`src/rtl/quad_pkg.sv`:
```
// Shared types and the Gray-code phase successor for the quadrature step generator.
package quad_pkg;

    typedef enum logic [1:0] {
        Q00 = 2'b00,
        Q01 = 2'b01,
        Q11 = 2'b11,
        Q10 = 2'b10
    } quad_phase_t;

    typedef enum logic [1:0] {
        IDLE,
        BOUNCE,
        DWELL,
        DONE
    } gen_state_t;

    localparam int BCNT_W = 5;

    // Phase is {B,A}; cw walks 00->01->11->10, ccw walks the reverse.
    function automatic quad_phase_t next_phase(quad_phase_t p, logic cw);
        quad_phase_t n;
        case (p)
            Q00:     n = cw ? Q01 : Q10;
            Q01:     n = cw ? Q11 : Q00;
            Q11:     n = cw ? Q10 : Q01;
            Q10:     n = cw ? Q00 : Q11;
            default: n = Q00;
        endcase
        return n;
    endfunction

endpackage

```
`src/rtl/quad_dwell_timer.sv`:
```
// Down-counting hold timer: load a tick count, expire_o pulses in the last held cycle.
module quad_dwell_timer #(
    parameter int WIDTH = 8
) (
    input  logic             clk_i,
    input  logic             reset_i,
    input  logic             load_i,
    input  logic [WIDTH-1:0] load_val_i,
    output logic             expire_o
);

    logic [WIDTH-1:0] count_q;

    always_ff @(posedge clk_i) begin
        if (reset_i) begin
            count_q <= '0;
        end else if (load_i) begin
            count_q <= load_val_i;
        end else if (count_q != '0) begin
            count_q <= count_q - 1'b1;
        end
    end

    // Count holds the remaining cycles of the current level, so 1 marks the final one.
    assign expire_o = (count_q == WIDTH'(1));

endmodule

```
`src/rtl/quadrature_step_generator.sv`:
```
// Encoder emulator: turns direction+count step commands into Gray-coded A/B lines
// with a programmable dwell per phase and optional contact-bounce glitches.
//
// state  | meaning
// IDLE   | waiting for a command, cmd_ready high
// BOUNCE | changing line toggling between new and old level
// DWELL  | settled phase held for PHASE_TICKS
// DONE   | one-cycle completion strobe, may accept the next command
module quadrature_step_generator
    import quad_pkg::*;
#(
    parameter int PHASE_TICKS    = 131072,
    parameter int BOUNCE_TICKS   = 64,
    parameter int BOUNCE_TOGGLES = 3
) (
    input  logic       clk,
    input  logic       reset,
    input  logic       cmd_valid,
    output logic       cmd_ready,
    input  logic       cmd_cw,
    input  logic [7:0] cmd_steps,
    input  logic       bounce_en,
    output logic       encoder_A,
    output logic       encoder_B,
    output logic       busy,
    output logic       done_stb,
    output logic [7:0] steps_left,
    output logic [1:0] phase
);

    localparam int TICK_MAX = (PHASE_TICKS > BOUNCE_TICKS) ? PHASE_TICKS : BOUNCE_TICKS;
    localparam int TMR_W    = $clog2(TICK_MAX + 1);
    localparam bit BOUNCE_ON = (BOUNCE_TOGGLES > 0);
    localparam logic [BCNT_W-1:0] BCNT_INIT =
        BOUNCE_ON ? BCNT_W'(2 * BOUNCE_TOGGLES - 1) : '0;

    gen_state_t        state_q;
    quad_phase_t       phase_q;
    logic [1:0]        lines_q;
    logic [1:0]        chg_q;
    logic [7:0]        steps_q;
    logic              cw_q;
    logic              bounce_q;
    logic [BCNT_W-1:0] bcnt_q;

    logic              accept;
    logic              start;
    logic              start_cw;
    logic              start_bnc;
    quad_phase_t       nxt_phase;
    logic              tmr_load;
    logic              tmr_bounce;
    logic [TMR_W-1:0]  tmr_val;
    logic              expire;

    assign accept = cmd_valid && ((state_q == IDLE) || (state_q == DONE));

    // A transition starts either on a fresh non-empty command or when a dwell
    // expires with steps still pending; both paths share the same line update.
    always_comb begin
        start      = 1'b0;
        start_cw   = cmd_cw;
        start_bnc  = bounce_en && BOUNCE_ON;
        tmr_load   = 1'b0;
        tmr_bounce = 1'b0;
        if (state_q == DWELL) begin
            start_cw  = cw_q;
            start_bnc = bounce_q;
            start     = expire && (steps_q != 8'd1);
        end else if (accept) begin
            start = (cmd_steps != 8'd0);
        end
        if (start) begin
            tmr_load   = 1'b1;
            tmr_bounce = start_bnc;
        end else if ((state_q == BOUNCE) && expire) begin
            tmr_load   = 1'b1;
            tmr_bounce = (bcnt_q != '0);
        end
    end

    assign nxt_phase = next_phase(phase_q, start_cw);
    assign tmr_val   = tmr_bounce ? TMR_W'(BOUNCE_TICKS) : TMR_W'(PHASE_TICKS);

    quad_dwell_timer #(
        .WIDTH (TMR_W)
    ) u_timer (
        .clk_i      (clk),
        .reset_i    (reset),
        .load_i     (tmr_load),
        .load_val_i (tmr_val),
        .expire_o   (expire)
    );

    always_ff @(posedge clk) begin
        if (reset) begin
            state_q  <= IDLE;
            phase_q  <= Q00;
            lines_q  <= 2'b00;
            chg_q    <= 2'b00;
            steps_q  <= 8'd0;
            cw_q     <= 1'b0;
            bounce_q <= 1'b0;
            bcnt_q   <= '0;
        end else begin
            case (state_q)
                IDLE, DONE: begin
                    if (accept) begin
                        steps_q  <= cmd_steps;
                        cw_q     <= cmd_cw;
                        bounce_q <= bounce_en && BOUNCE_ON;
                        state_q  <= DONE;
                    end else begin
                        state_q <= IDLE;
                    end
                end
                BOUNCE: begin
                    if (expire) begin
                        if (bcnt_q != '0) begin
                            lines_q <= lines_q ^ chg_q;
                            bcnt_q  <= bcnt_q - 1'b1;
                        end else begin
                            lines_q <= phase_q;
                            state_q <= DWELL;
                        end
                    end
                end
                DWELL: begin
                    if (expire) begin
                        steps_q <= steps_q - 8'd1;
                        state_q <= DONE;
                    end
                end
                default: state_q <= IDLE;
            endcase

            // Later assignment overrides the DONE chosen above when work remains.
            if (start) begin
                phase_q <= nxt_phase;
                lines_q <= nxt_phase;
                chg_q   <= nxt_phase ^ phase_q;
                bcnt_q  <= BCNT_INIT;
                state_q <= start_bnc ? BOUNCE : DWELL;
            end
        end
    end

    assign cmd_ready  = (state_q == IDLE) || (state_q == DONE);
    assign busy       = (state_q == BOUNCE) || (state_q == DWELL);
    assign done_stb   = (state_q == DONE);
    assign encoder_A  = lines_q[0];
    assign encoder_B  = lines_q[1];
    assign steps_left = steps_q;
    assign phase      = phase_q;

endmodule

```
`config.mk`:
```
export PLATFORM = sky130hd
export DESIGN_NAME = quadrature_step_generator
export DESIGN_NICKNAME = d
export VERILOG_FILES = /design/src/rtl/quad_pkg.sv /design/src/rtl/quad_dwell_timer.sv /design/src/rtl/quadrature_step_generator.sv
export SDC_FILE = /design/constraint.sdc
export NUM_CORES = 1
export LEC_CHECK = 0
export ABC_AREA = 1
export CAP_MARGIN = 20
export CORE_UTILIZATION = 40
export CTS_CLUSTER_SIZE = 25
export DETAILED_ROUTE_END_ITERATION = 8
export SLEW_MARGIN = 20
export SYNTH_ARGS = -nofsm -noshare
export SYNTH_HDL_FRONTEND = slang
export SYNTH_SLANG_ARGS = --single-unit
```
`constraint.sdc`:
```
create_clock -name clk -period 4.9 [get_ports clk]
set_clock_uncertainty 0.05 [all_clocks]
set_input_delay 0.735 -clock clk [delete_from_list [all_inputs] [get_ports clk]]
set_output_delay 0.735 -clock clk [all_outputs]
set_load 0.05 [all_outputs]
```
==> metrics list, run 1 <==
- The run finished with clean final reports.
- VDD sags by at most 0.000439 V.
* Commonest non-fill, non-tap cell in the layout: sky130_fd_sc_hd__nand2_1
- Counting flops and latches in the post-synthesis netlist gives 41.
* Worst slew margin relative to its limit: 63.5%
- Setup violations remaining at the end of the flow were counted as 0.
* Antenna violations before repair: 0
- Using the TritonRoute via totals, the vias-per-cell ratio works out to 4.86.
- The routed design has 5540 µm of wire.
- The initial utilization of the core area, before any placement, comes to 41.9%.
- Across all layers, the routed design uses 2305 vias.
* Row cnt: 28
* Reg2reg setup slack: 2030 ps
* Mean routed wirelength per cell: 11.7 µm
- Synthesized cell area: 0.00251 mm²
- Total nets after synthesis: 394
* Maximum clock frequency: 0.348 GHz
- Main flop type after synthesis: sky130_fd_sc_hd__dfxtp_1
- CTS Root Cell: sky130_fd_sc_hd__clkbuf_8
- On the final layout, the worst hold slack is 431 ps.
- The H-tree was split into 2 levels.
* Number of buffers inserted for hold repair after clock tree synthesis: 0
- Worst reg2reg startpoint: state_q[0]
- Worst min path class: reg -> reg
- Quantity of gates resized following cts: 0
- Nets@finish: 421
- The layout has 614 filler cells.
* Floorplan core area: 0.00599 mm²
- Total count of hold-check failures in the final report: 0
* Crit. Startpoint: state_q[0]
- Data on the critical path arrives at its endpoint at 3040 ps.
- Area share of the largest cell type after synthesis: 32.7%
- Placed Cells: 466
- Post-detail-place hpwl: 4290 µm
- First-iteration detailed-routing DRC count: 103
* Cells taking the most area after synthesis: sky130_fd_sc_hd__dfxtp_1 (33%), sky130_fd_sc_hd__nand2_1 (10%), sky130_fd_sc_hd__nor2_1 (9.0%)
- Fraction of the cycle the final worst path needs: 58.6%
- Setup WS post-layout: 2030 ps
- The number of global-route vias before repair was 2107.
* Detailed-router iteration count before antenna repair: 4
- Worst Setup Start Kind: flip-flop
- Along the worst path, the maximum fanout reaches 17.
* Ratio of cells with drive above 1 in the final layout: 9.02%
- Post-route antenna net violation count: 0
* CTS clock-pin slew for the worst setup and hold paths: 80 ps
- The critical path is of the reg -> reg type.
- Final instance count without filler cells: 474
- Distinct cell type count of the synthesized netlist: 34
- Global routing finished with a remaining overflow of 0.
* Synthesized instance count: 371
- STA classifies the critical path endpoint as a flip-flop.
- The floorplan step defined a die boundary enclosing 0.00660 mm².
* Total leakage power: 0.00132 µW
- RSZ-0062 raised after global routing: no
* Hold-critical path endpoint: bcnt_q[3]
* Top library cells by usage in the layout, fill and taps aside: sky130_fd_sc_hd__nand2_1 (68), sky130_fd_sc_hd__nor2_1 (60), sky130_fd_sc_hd__inv_1 (41), sky130_fd_sc_hd__dfxtp_1 (41), sky130_fd_sc_hd__o21ai_0 (28)
* Count of input and output buffers: 27
- Die width: 81.2 µm
- Measured along the y axis, the die boundary spans 81.2 µm.
- Share of flip-flops with an asynchronous set or reset: 0%
- Reg-to-reg endpoint: u_timer.count_q[9]
- The first global-routing pass estimated 9430 µm of wire.
- R2R cell count: 8
* Setup TNS Final: 0 ps
* Antenna fix cells: 0
- Total track usage: 18.4%
- Mean cell area of the mapped netlist: 6.77 µm²
* Area post-placement: 0.00283 mm²
* Sequential cell area fraction in the yosys report: 32.7%
* Slew Viols, Final: 0
* Total non-filler cell area in the finished layout: 0.00292 mm²
* Number of remaining DRC errors: 0
* Maximum capacitance violations: 0
- Post-place setup slack: 2020 ps
- After layout, the minimum clock period comes to 2870 ps.
* Pin count of the biggest net entering global routing: 19
* Longest Clk Path Bufs: 2
- From synthesis to final layout, the design area changed by 16.4%.
* Count of buffers added by post-CTS timing repair for setup: 0
- Number of ports placed on the die boundary: 28
* Data required time of the worst path: 5070 ps
- For this design the ratio of total power to cell area is 790 mW/mm².
- Transition time at the pin with the least slew margin: 547 ps
* Cell count of the worst hold path: 2
- Yosys warnings: 0
- CTS sink cnt: 41
- Clock tree from TritonCTS: yes
- Placer congestion estimate: 0.801
- Area leader, netlist: sky130_fd_sc_hd__dfxtp_1
- The startpoint identified for the worst hold timing path is bcnt_q[3].
- Clock latency on the worst-skew pair, taken at its later pin, is 290 ps.
- Post-synth EDFFs: 0
- TritonCTS created 5 clock buffers.
[registers in the layout, indices dropped and copies added, names as in the netlist]
name             flops
steps_left           8
lines_q              2
bcnt_q               5
chg_q                2
state_q              2
u_timer.count_q     18
cw_q                 1
phase                2
bounce_q             1
[area by class of cell]
cell class / count / area [µm²] / share of cell area (%)
clock buffers: 5 / 68.8 / 2.36
repair buffers: 27 / 270 / 9.25
multi-input cells: 277 / 1480 / 50.6
well taps: 75 / 93.8 / 3.21
clock inverters: 3 / 17.5 / 0.600
flip-flops and latches: 41 / 821 / 28.1
inverters: 46 / 173 / 5.91
[cell families after synthesis]
kind of cell	Yosys count	share of synthesized area [%]
DFF	41	32.7
buffers and inverters	53	8.47
and+or+nand+nor	195	36.4
AOI/OAI and AO/OA	56	11.9
adders and majority gates	10	4.99
xor gates and xnor gates	16	5.58
[synth_stat cells, types with 6 or more instances]
cell type                 instances
sky130_fd_sc_hd__nand2_1         68
sky130_fd_sc_hd__nor2_1          60
sky130_fd_sc_hd__dfxtp_1         41
sky130_fd_sc_hd__inv_1           41
sky130_fd_sc_hd__o21ai_0         28
sky130_fd_sc_hd__nand3_1         24
sky130_fd_sc_hd__a21oi_1         16
sky130_fd_sc_hd__xor2_1          11
sky130_fd_sc_hd__ha_1            10
sky130_fd_sc_hd__nand4_1         10
sky130_fd_sc_hd__nor2_2           6
sky130_fd_sc_hd__nor3_1           6
[through the flow]
step	utilization, %	total power (µW)
after detailed placement	47.3	2100
after CTS	48.7	2330
after floorplan	-	1790
final	48.7	2310
after global routing	48.7	2540
after global placement	47.3	2090
[where the power goes]
part | total, µW | switching [µW] | leakage (µW) | internal [µW]
sequential | 588 | 127 | 0.000337 | 461
combinational | 1500 | 971 | 0.000936 | 526
clock | 222 | 123 | 0.0000439 | 98.4
[metal layers]
layer  vias up  wire, µm  global-route usage, %  part of all wire (%)
met5         -         0                      0                     0
met4         0        46                   5.36                  0.83
met3         4       172                   3.03                   3.1
met2        39      2510                   30.8                    45
met1      1016      2810                   24.1                    51
li1       1246         -                      -                     -
[worst max-delay path, stage by stage, from the launching register on]
cell and delay (ps):
sky130_fd_sc_hd__dfxtp_1 350, sky130_fd_sc_hd__inv_1 80, sky130_fd_sc_hd__ha_1 370, sky130_fd_sc_hd__clkinv_1 460, sky130_fd_sc_hd__nand3_1 280, sky130_fd_sc_hd__nand2_1 280
sky130_fd_sc_hd__nor2_1 330, sky130_fd_sc_hd__nand2_1 330, sky130_fd_sc_hd__nor3b_1 260
[worst max-delay path by stage]
stage	end	slack [ps]	cells after the start
6_report	u_timer.count_q[9]	2030	8
5_1_grt	u_timer.count_q[9]	1650	8
4_1_cts	u_timer.count_q[9]	2010	8
3_5_place_dp	u_timer.count_q[9]	2020	8
3_3_place_gp	u_timer.count_q[9]	2060	8
2_1_floorplan	steps_left[5]	2620	9
Power figures use the tool's default switching activity.
==> inputs of run 2 (changes only) <==
Clock period 4.9 ns to 2.8 ns, I/O delays scaled along.
==> run 2 against run 1 <==
  * Largest power group unchanged
  * Sequential power up 75%
  * Power up 83%
  * Worst hold slack worse by 11 ps
  * Critical endpoint is now busy
==> metrics list, run 2 (synthesis gave the netlist of run 1 again) <==
- At the worst endpoint, the required time is 2330 ps.
* Power density over the cells: 1410 mW/mm²
- In this run the tightest slew margin relative to its limit is 64.4%.
- The initial antenna violation count came to 0.
- Setup repair after global routing left no endpoint under its margin.
* First-iteration detailed-routing DRC count: 63
- Minimum period implied by the final worst setup slack: 2470 ps
- Die width: 81.2 µm
- Number of buffers inserted during clock tree synthesis: 5
- Effective utilization at floorplan: 41.9%
* CTS clock-pin slew for the worst setup and hold paths: 90 ps
- The number of global-route vias before repair came to 2026.
* Setup Crit Path Kind: reg -> out
- Reg2reg setup slack: 430 ps
* Pin count of the biggest net entering global routing: 19
* Fraction of the cycle the final worst path needs: 88.2%
- In this run the static leakage power is 0.00134 µW.
- The number of gates resized after CTS was 0.
- Row cnt: 28
- The worst register-to-register path ends at u_timer.count_q[9].
* Global route total overflow: 0
- Crit end category: output pin
- Total count of hold-check failures in the final report: 0
- Wires add up to 5640 µm.
* H-tree levels: 2
- Nets@finish: 424
- Setup total negative slack on the finished layout was measured at 0 ps.
- Post-detail-place hpwl: 4330 µm
* Longest Clk Path Bufs: 2
- After detailed routing, the number of vias per cell comes to 4.89.
- Derived from the worst setup path, the maximum achievable clock frequency is 0.405 GHz.
- Start point of the worst min-delay path: bcnt_q[3]
* Top library cells by usage in the layout, fill and taps aside: sky130_fd_sc_hd__nand2_1 (68), sky130_fd_sc_hd__nor2_1 (60), sky130_fd_sc_hd__inv_1 (41), sky130_fd_sc_hd__dfxtp_1 (41), sky130_fd_sc_hd__o21ai_0 (28)
- Slew Viols, Final: 0
* Wire length of the first global-routing pass: 9310 µm
- Cell count of the worst hold path: 2
- Total track usage: 18.3%
- Counting every sink on the clock net gives 41.
* Crit. Startpoint: state_q[0]
- Worst Setup Start Kind: flip-flop
- Count of input and output buffers: 27
- Antenna fix cells: 0
- The floorplan step defined a die boundary enclosing 0.00660 mm².
* Hold-critical path endpoint: bcnt_q[3]
- Worst reg2reg startpoint: state_q[0]
* Placed Cells: 469
* R2R cell count: 8
- Clock tree from TritonCTS: yes
* Worst min path class: reg -> reg
- The tree is rooted in a sky130_fd_sc_hd__clkbuf_8.
- The congestion estimate from routability-driven global placement came to 0.821.
- The first TritonRoute pass finished after 4 iterations.
- At the worst endpoint, the arrival time is 2000 ps.
- The routed layout has 2331 vias.
- Of all nets on the critical path, the largest fanout is 4.
- Clock insertion delay at the later pin of the skew report: 300 ps
- Count of buffers added by post-CTS timing repair for setup: 0
* Worst supply voltage drop on vdd: 0.000800 V
- Number of buffers inserted for hold repair after clock tree synthesis: 0
* Maximum capacitance violations: 0
- Mean routed wirelength per cell: 11.8 µm
* Area delta synth->final: 18.6%
- Floorplan core area: 0.00599 mm²
* Number of remaining DRC errors: 0
* Final instance count without filler cells: 477
* Commonest non-fill, non-tap cell in the layout: sky130_fd_sc_hd__nand2_1
* Number of failing setup endpoints in the final timing report: 0
- The register with the most flip-flops in the layout has 18 of them.
* Outcome: complete, no violations
- Number of ports placed on the die boundary: 28
- Of the cells placed in the final design, the portion with a size suffix greater than 1 is 9.70%.
- For the pin with the worst max-slew slack, the measured transition is 533 ps.
- u_timer.count_q holds more flip-flops than any other register.
* Post-route antenna net violation count: 0
- Measured along the y axis, the die boundary spans 81.2 µm.
run 2: cell types whose count changed in the layout (fill, tap and decap cells not counted):
cell and change:
sky130_fd_sc_hd__buf_4 +3, sky130_fd_sc_hd__clkbuf_8 +1, sky130_fd_sc_hd__clkinv_2 -2, sky130_fd_sc_hd__bufinv_16 +1
run 2: worst max path at each step:
| stage | slack, ps | depth (start not counted) | endpoint |
|---|---|---|---|
| after global placement | 470 | 8 | u_timer.count_q[9] |
| after detailed placement | 420 | 8 | u_timer.count_q[9] |
| after CTS | 320 | 4 | busy |
| after floorplan | 520 | 9 | steps_left[5] |
| final | 330 | 4 | busy |
| after global routing | 150 | 8 | u_timer.count_q[9] |
run 2: where the power goes:
group          internal [µW]  switching, µW
combinational            938           1730
clock                    290            229
sequential               807            219
run 2: per-layer routing:
layer | up-vias | wire, µm | share of wire (%) | GRT usage [%]
met5 | - | 0 | 0 | 0
met4 | 0 | 57 | 1.0 | 5.89
met3 | 6 | 136 | 2.4 | 3.15
met2 | 27 | 2500 | 44 | 28.9
met1 | 1044 | 2940 | 52 | 25.1
li1 | 1254 | - | - | -
run 2: per-stage QoR:
stage	hold WS (ps)	worst slack (ps)	power [µW]	utilization, %	instance area, µm²
after detailed placement	409	416	3690	47.7	2860
after floorplan	388	521	3130	-	2510
final	419	330	4210	49.7	2980
after global placement	413	467	3680	47.7	2860
after global routing	453	146	4570	49.7	2980
after CTS	421	317	4230	49.7	2980
run 2: area by class of cell:
type                            instances  area [µm²]
Fill cell                             635        3010
Inverter                               46         173
Tap cell                               75        93.8
Timing Repair Buffer                   30         293
Clock buffer                            6        82.6
Sequential cell                        41         821
Multi-Input combinational cell        277        1480
Clock inverter                          2        37.5
run 2: critical path: stages (launching register included):
cell,delay [ps]
sky130_fd_sc_hd__dfxtp_1,390
sky130_fd_sc_hd__inv_1,70
sky130_fd_sc_hd__ha_1,320
sky130_fd_sc_hd__inv_1,100
sky130_fd_sc_hd__clkdlybuf4s50_1,810
==> inputs of run 3 (changes only) <==
Settings changed: CAP_MARGIN 20 to 30, REMOVE_ABC_BUFFERS set to 1.
==> run 3 against run 2 <==
  * Maximum frequency decreased by 1.0%
  * Global-route usage increased by 1.4 points
  * Worst hold slack improved by 18 ps
  * Cell area increased by 0.13%
  * Clock-buffer cell count increased by 1
  * Sequential share of layout area about the same
  * Routed wire length increased by 2.3%
  * Largest cell class unchanged
==> metrics list, run 3 (synthesis gave the netlist of run 1 again) <==
- Worst Setup Start Kind: flip-flop
- Across the whole layout, storage elements account for 821 µm².
* Crit end category: output pin
- Crit. Startpoint: state_q[0]
- Once layout is complete, the cells apart from fillers number 478.
* Ratio of cells with drive above 1 in the final layout: 9.68%
- Clock-pin slew was measured on the worst setup and hold paths at 80 ps.
- Transition time at the pin with the least slew margin: 581 ps
* Crit path cell chain: inv_1, ha_1, inv_1, clkdlybuf4s50_1
- Post-detail-place hpwl: 4340 µm
* Maximum clock frequency: 0.401 GHz
* First-iteration detailed-routing DRC count: 87
- Post-route antenna net violation count: 0
- Detailed routing inserted a total of 2337 vias.
- Number of failing setup endpoints in the final timing report: 0
- Number of buffers inserted for hold repair after clock tree synthesis: 0
- STA puts the critical path data arrival time at 2030 ps.
- The first TritonRoute pass finished after 4 iterations.
- The number of clock buffers added by TritonCTS is 5.
- The tightest min-delay check is of the reg -> reg type.
* Wire length reported by the detailed router: 5770 µm
- Slew Viols, Final: 0
- Row cnt: 28
* Flip-flop count of the largest register, all copies and words added: 18
- Fraction of the cycle the final worst path needs: 89.1%
- Wire length of the first global-routing pass: 9990 µm
- Data required time of the worst path: 2330 ps
- CTS placed an instance of sky130_fd_sc_hd__clkbuf_8 at the clock tree root.
* Total count of hold-check failures in the final report: 0
- For this run, design rule violations remaining after detail routing come to 0.
* Outcome: complete, no violations
- At the end of routability-driven placement, the weighted congestion stood at 0.791.
- Power density over the cells: 1410 mW/mm²
- Antenna fix cells: 0
- Top library cells by usage in the layout, fill and taps aside: sky130_fd_sc_hd__nand2_1 (68), sky130_fd_sc_hd__nor2_1 (60), sky130_fd_sc_hd__inv_1 (41), sky130_fd_sc_hd__dfxtp_1 (41), sky130_fd_sc_hd__o21ai_0 (28)
- Once the clock tree was built, the resizer swapped 0 gates to a different size.
- Minimum period implied by the final worst setup slack: 2500 ps
- The floorplan step set the die width to 81.2 µm.
- RSZ-0062 raised after global routing: no
- Worst supply voltage drop on vdd: 0.000614 V
* Multi-input logic area: 0.00148 mm²
* Area delta synth->final: 18.7%
- The finished cells cover 0.00298 mm².
* Top register by number of flip-flops: u_timer.count_q
* Maximum single-stage delay on the critical path: 810 ps
- After clock tree synthesis, the setup repair step added 0 buffers.
* Maximum capacitance violations: 0
* CTS sink cnt: 41
* Total leakage power: 0.00135 µW
* Total of fill cells in the finished design: 639
- TritonCTS built the clock tree.
* Post-DR vias/cell: 4.89
* Commonest non-fill, non-tap cell in the layout: sky130_fd_sc_hd__nand2_1
- Start point of the worst min-delay path: bcnt_q[4]
- In this run the count of I/O pins placed on the die edge is 28.
- In the final timing run, aggregate negative setup slack is 0 ps.
- The initial utilization of the core area, before any placement, comes to 41.9%.
- Area post-placement: 0.00286 mm²
* Nets@finish: 425
- Global route total overflow: 0
* Number of buffer and inverter stages on the critical path: 3
* Total track usage: 19.7%
- Of all nets on the critical path, the largest fanout is 4.
* Worst reg2reg startpoint: state_q[0]
* Mean routed wirelength per cell: 12.1 µm
- Count of input and output buffers: 27
- Clock insertion delay at the later pin of the skew report: 300 ps
- At the placement stage, the worst setup path has a slack of 475 ps.
- The number of global-route vias before repair came to 2242.
* Total Power: 4190 µW
- Setup WS post-layout: 305 ps
- Antenna violations before repair: 0
- The H-tree was split into 2 levels.
* Worst slew margin relative to its limit: 61.2%
* Die Y: 81.2 µm
* Floorplan core area: 0.00599 mm²
- Most repeated library cell on the critical path: sky130_fd_sc_hd__inv_1
- Setup Crit Path Kind: reg -> out
- Cell type group with the largest total delay on the critical path: buffers and inverters
- Once placement completed, the tool counted placed cells totaling 470.
* Critical Path Slowest Stage Cell: sky130_fd_sc_hd__clkdlybuf4s50_1
- Entering global routing, the biggest net connects 19 pins.
- The die covers 0.00660 mm².
- The clock passes through at most 2 buffers.
-- run 3: changes by cell type in the layout (fill, tap and decap cells not counted) --
cell                         change
sky130_fd_sc_hd__buf_4           +1
sky130_fd_sc_hd__clkbuf_1        +1
sky130_fd_sc_hd__clkinvlp_4      -1
-- run 3: tightest hold or removal path: stages (launching register included) --
cell	delay (ps)
sky130_fd_sc_hd__dfxtp_1	310
sky130_fd_sc_hd__o21ai_0	70
sky130_fd_sc_hd__a21oi_1	60
-- run 3: cell type report --
cell class                 instances  area share, %
clock buffer                       7           2.90
clock inverter                     1           1.01
inverter                          46           5.79
multi-input combinational        277           49.5
sequential                        41           27.5
tap                               75           3.15
timing repair buffer              31           10.1
-- run 3: per-layer routing --
| layer | GRT usage [%] | part of all wire (%) | vias up | routed length (µm) |
|---|---|---|---|---|
| met5 | 0 | 0 | - | 0 |
| met4 | 6.61 | 1.7 | 0 | 96 |
| met3 | 3.93 | 3.7 | 9 | 211 |
| met2 | 33.9 | 45 | 35 | 2620 |
| met1 | 24.4 | 49 | 1032 | 2840 |
| li1 | - | - | 1261 | - |
-- run 3: final timing paths --
| path | cells after the start | to | slack, ps |
|---|---|---|---|
| max | 4 | busy | 300 |
| min | 2 | bcnt_q[4] | 440 |
| max reg2reg | 9 | u_timer.count_q[9] | 620 |
| min reg2reg | 2 | bcnt_q[4] | 440 |
-- run 3: power breakdown --
part	leakage [µW]	switching, µW	total (µW)	internal [µW]
Combinational	0.000955	1720	2660	941
Sequential	0.000337	221	1030	808
Clock	0.0000585	211	502	291
Total	0.00135	2150	4190	2040
-- run 3: through the flow --
| stage | utilization (%) | hold slack (ps) |
|---|---|---|
| CTS | 49.7 | 440 |
| detailed placement | 47.8 | 425 |
| global route | 49.7 | 452 |
| floorplan | - | 388 |
| global placement | 47.8 | 418 |
| finish | 49.7 | 437 |
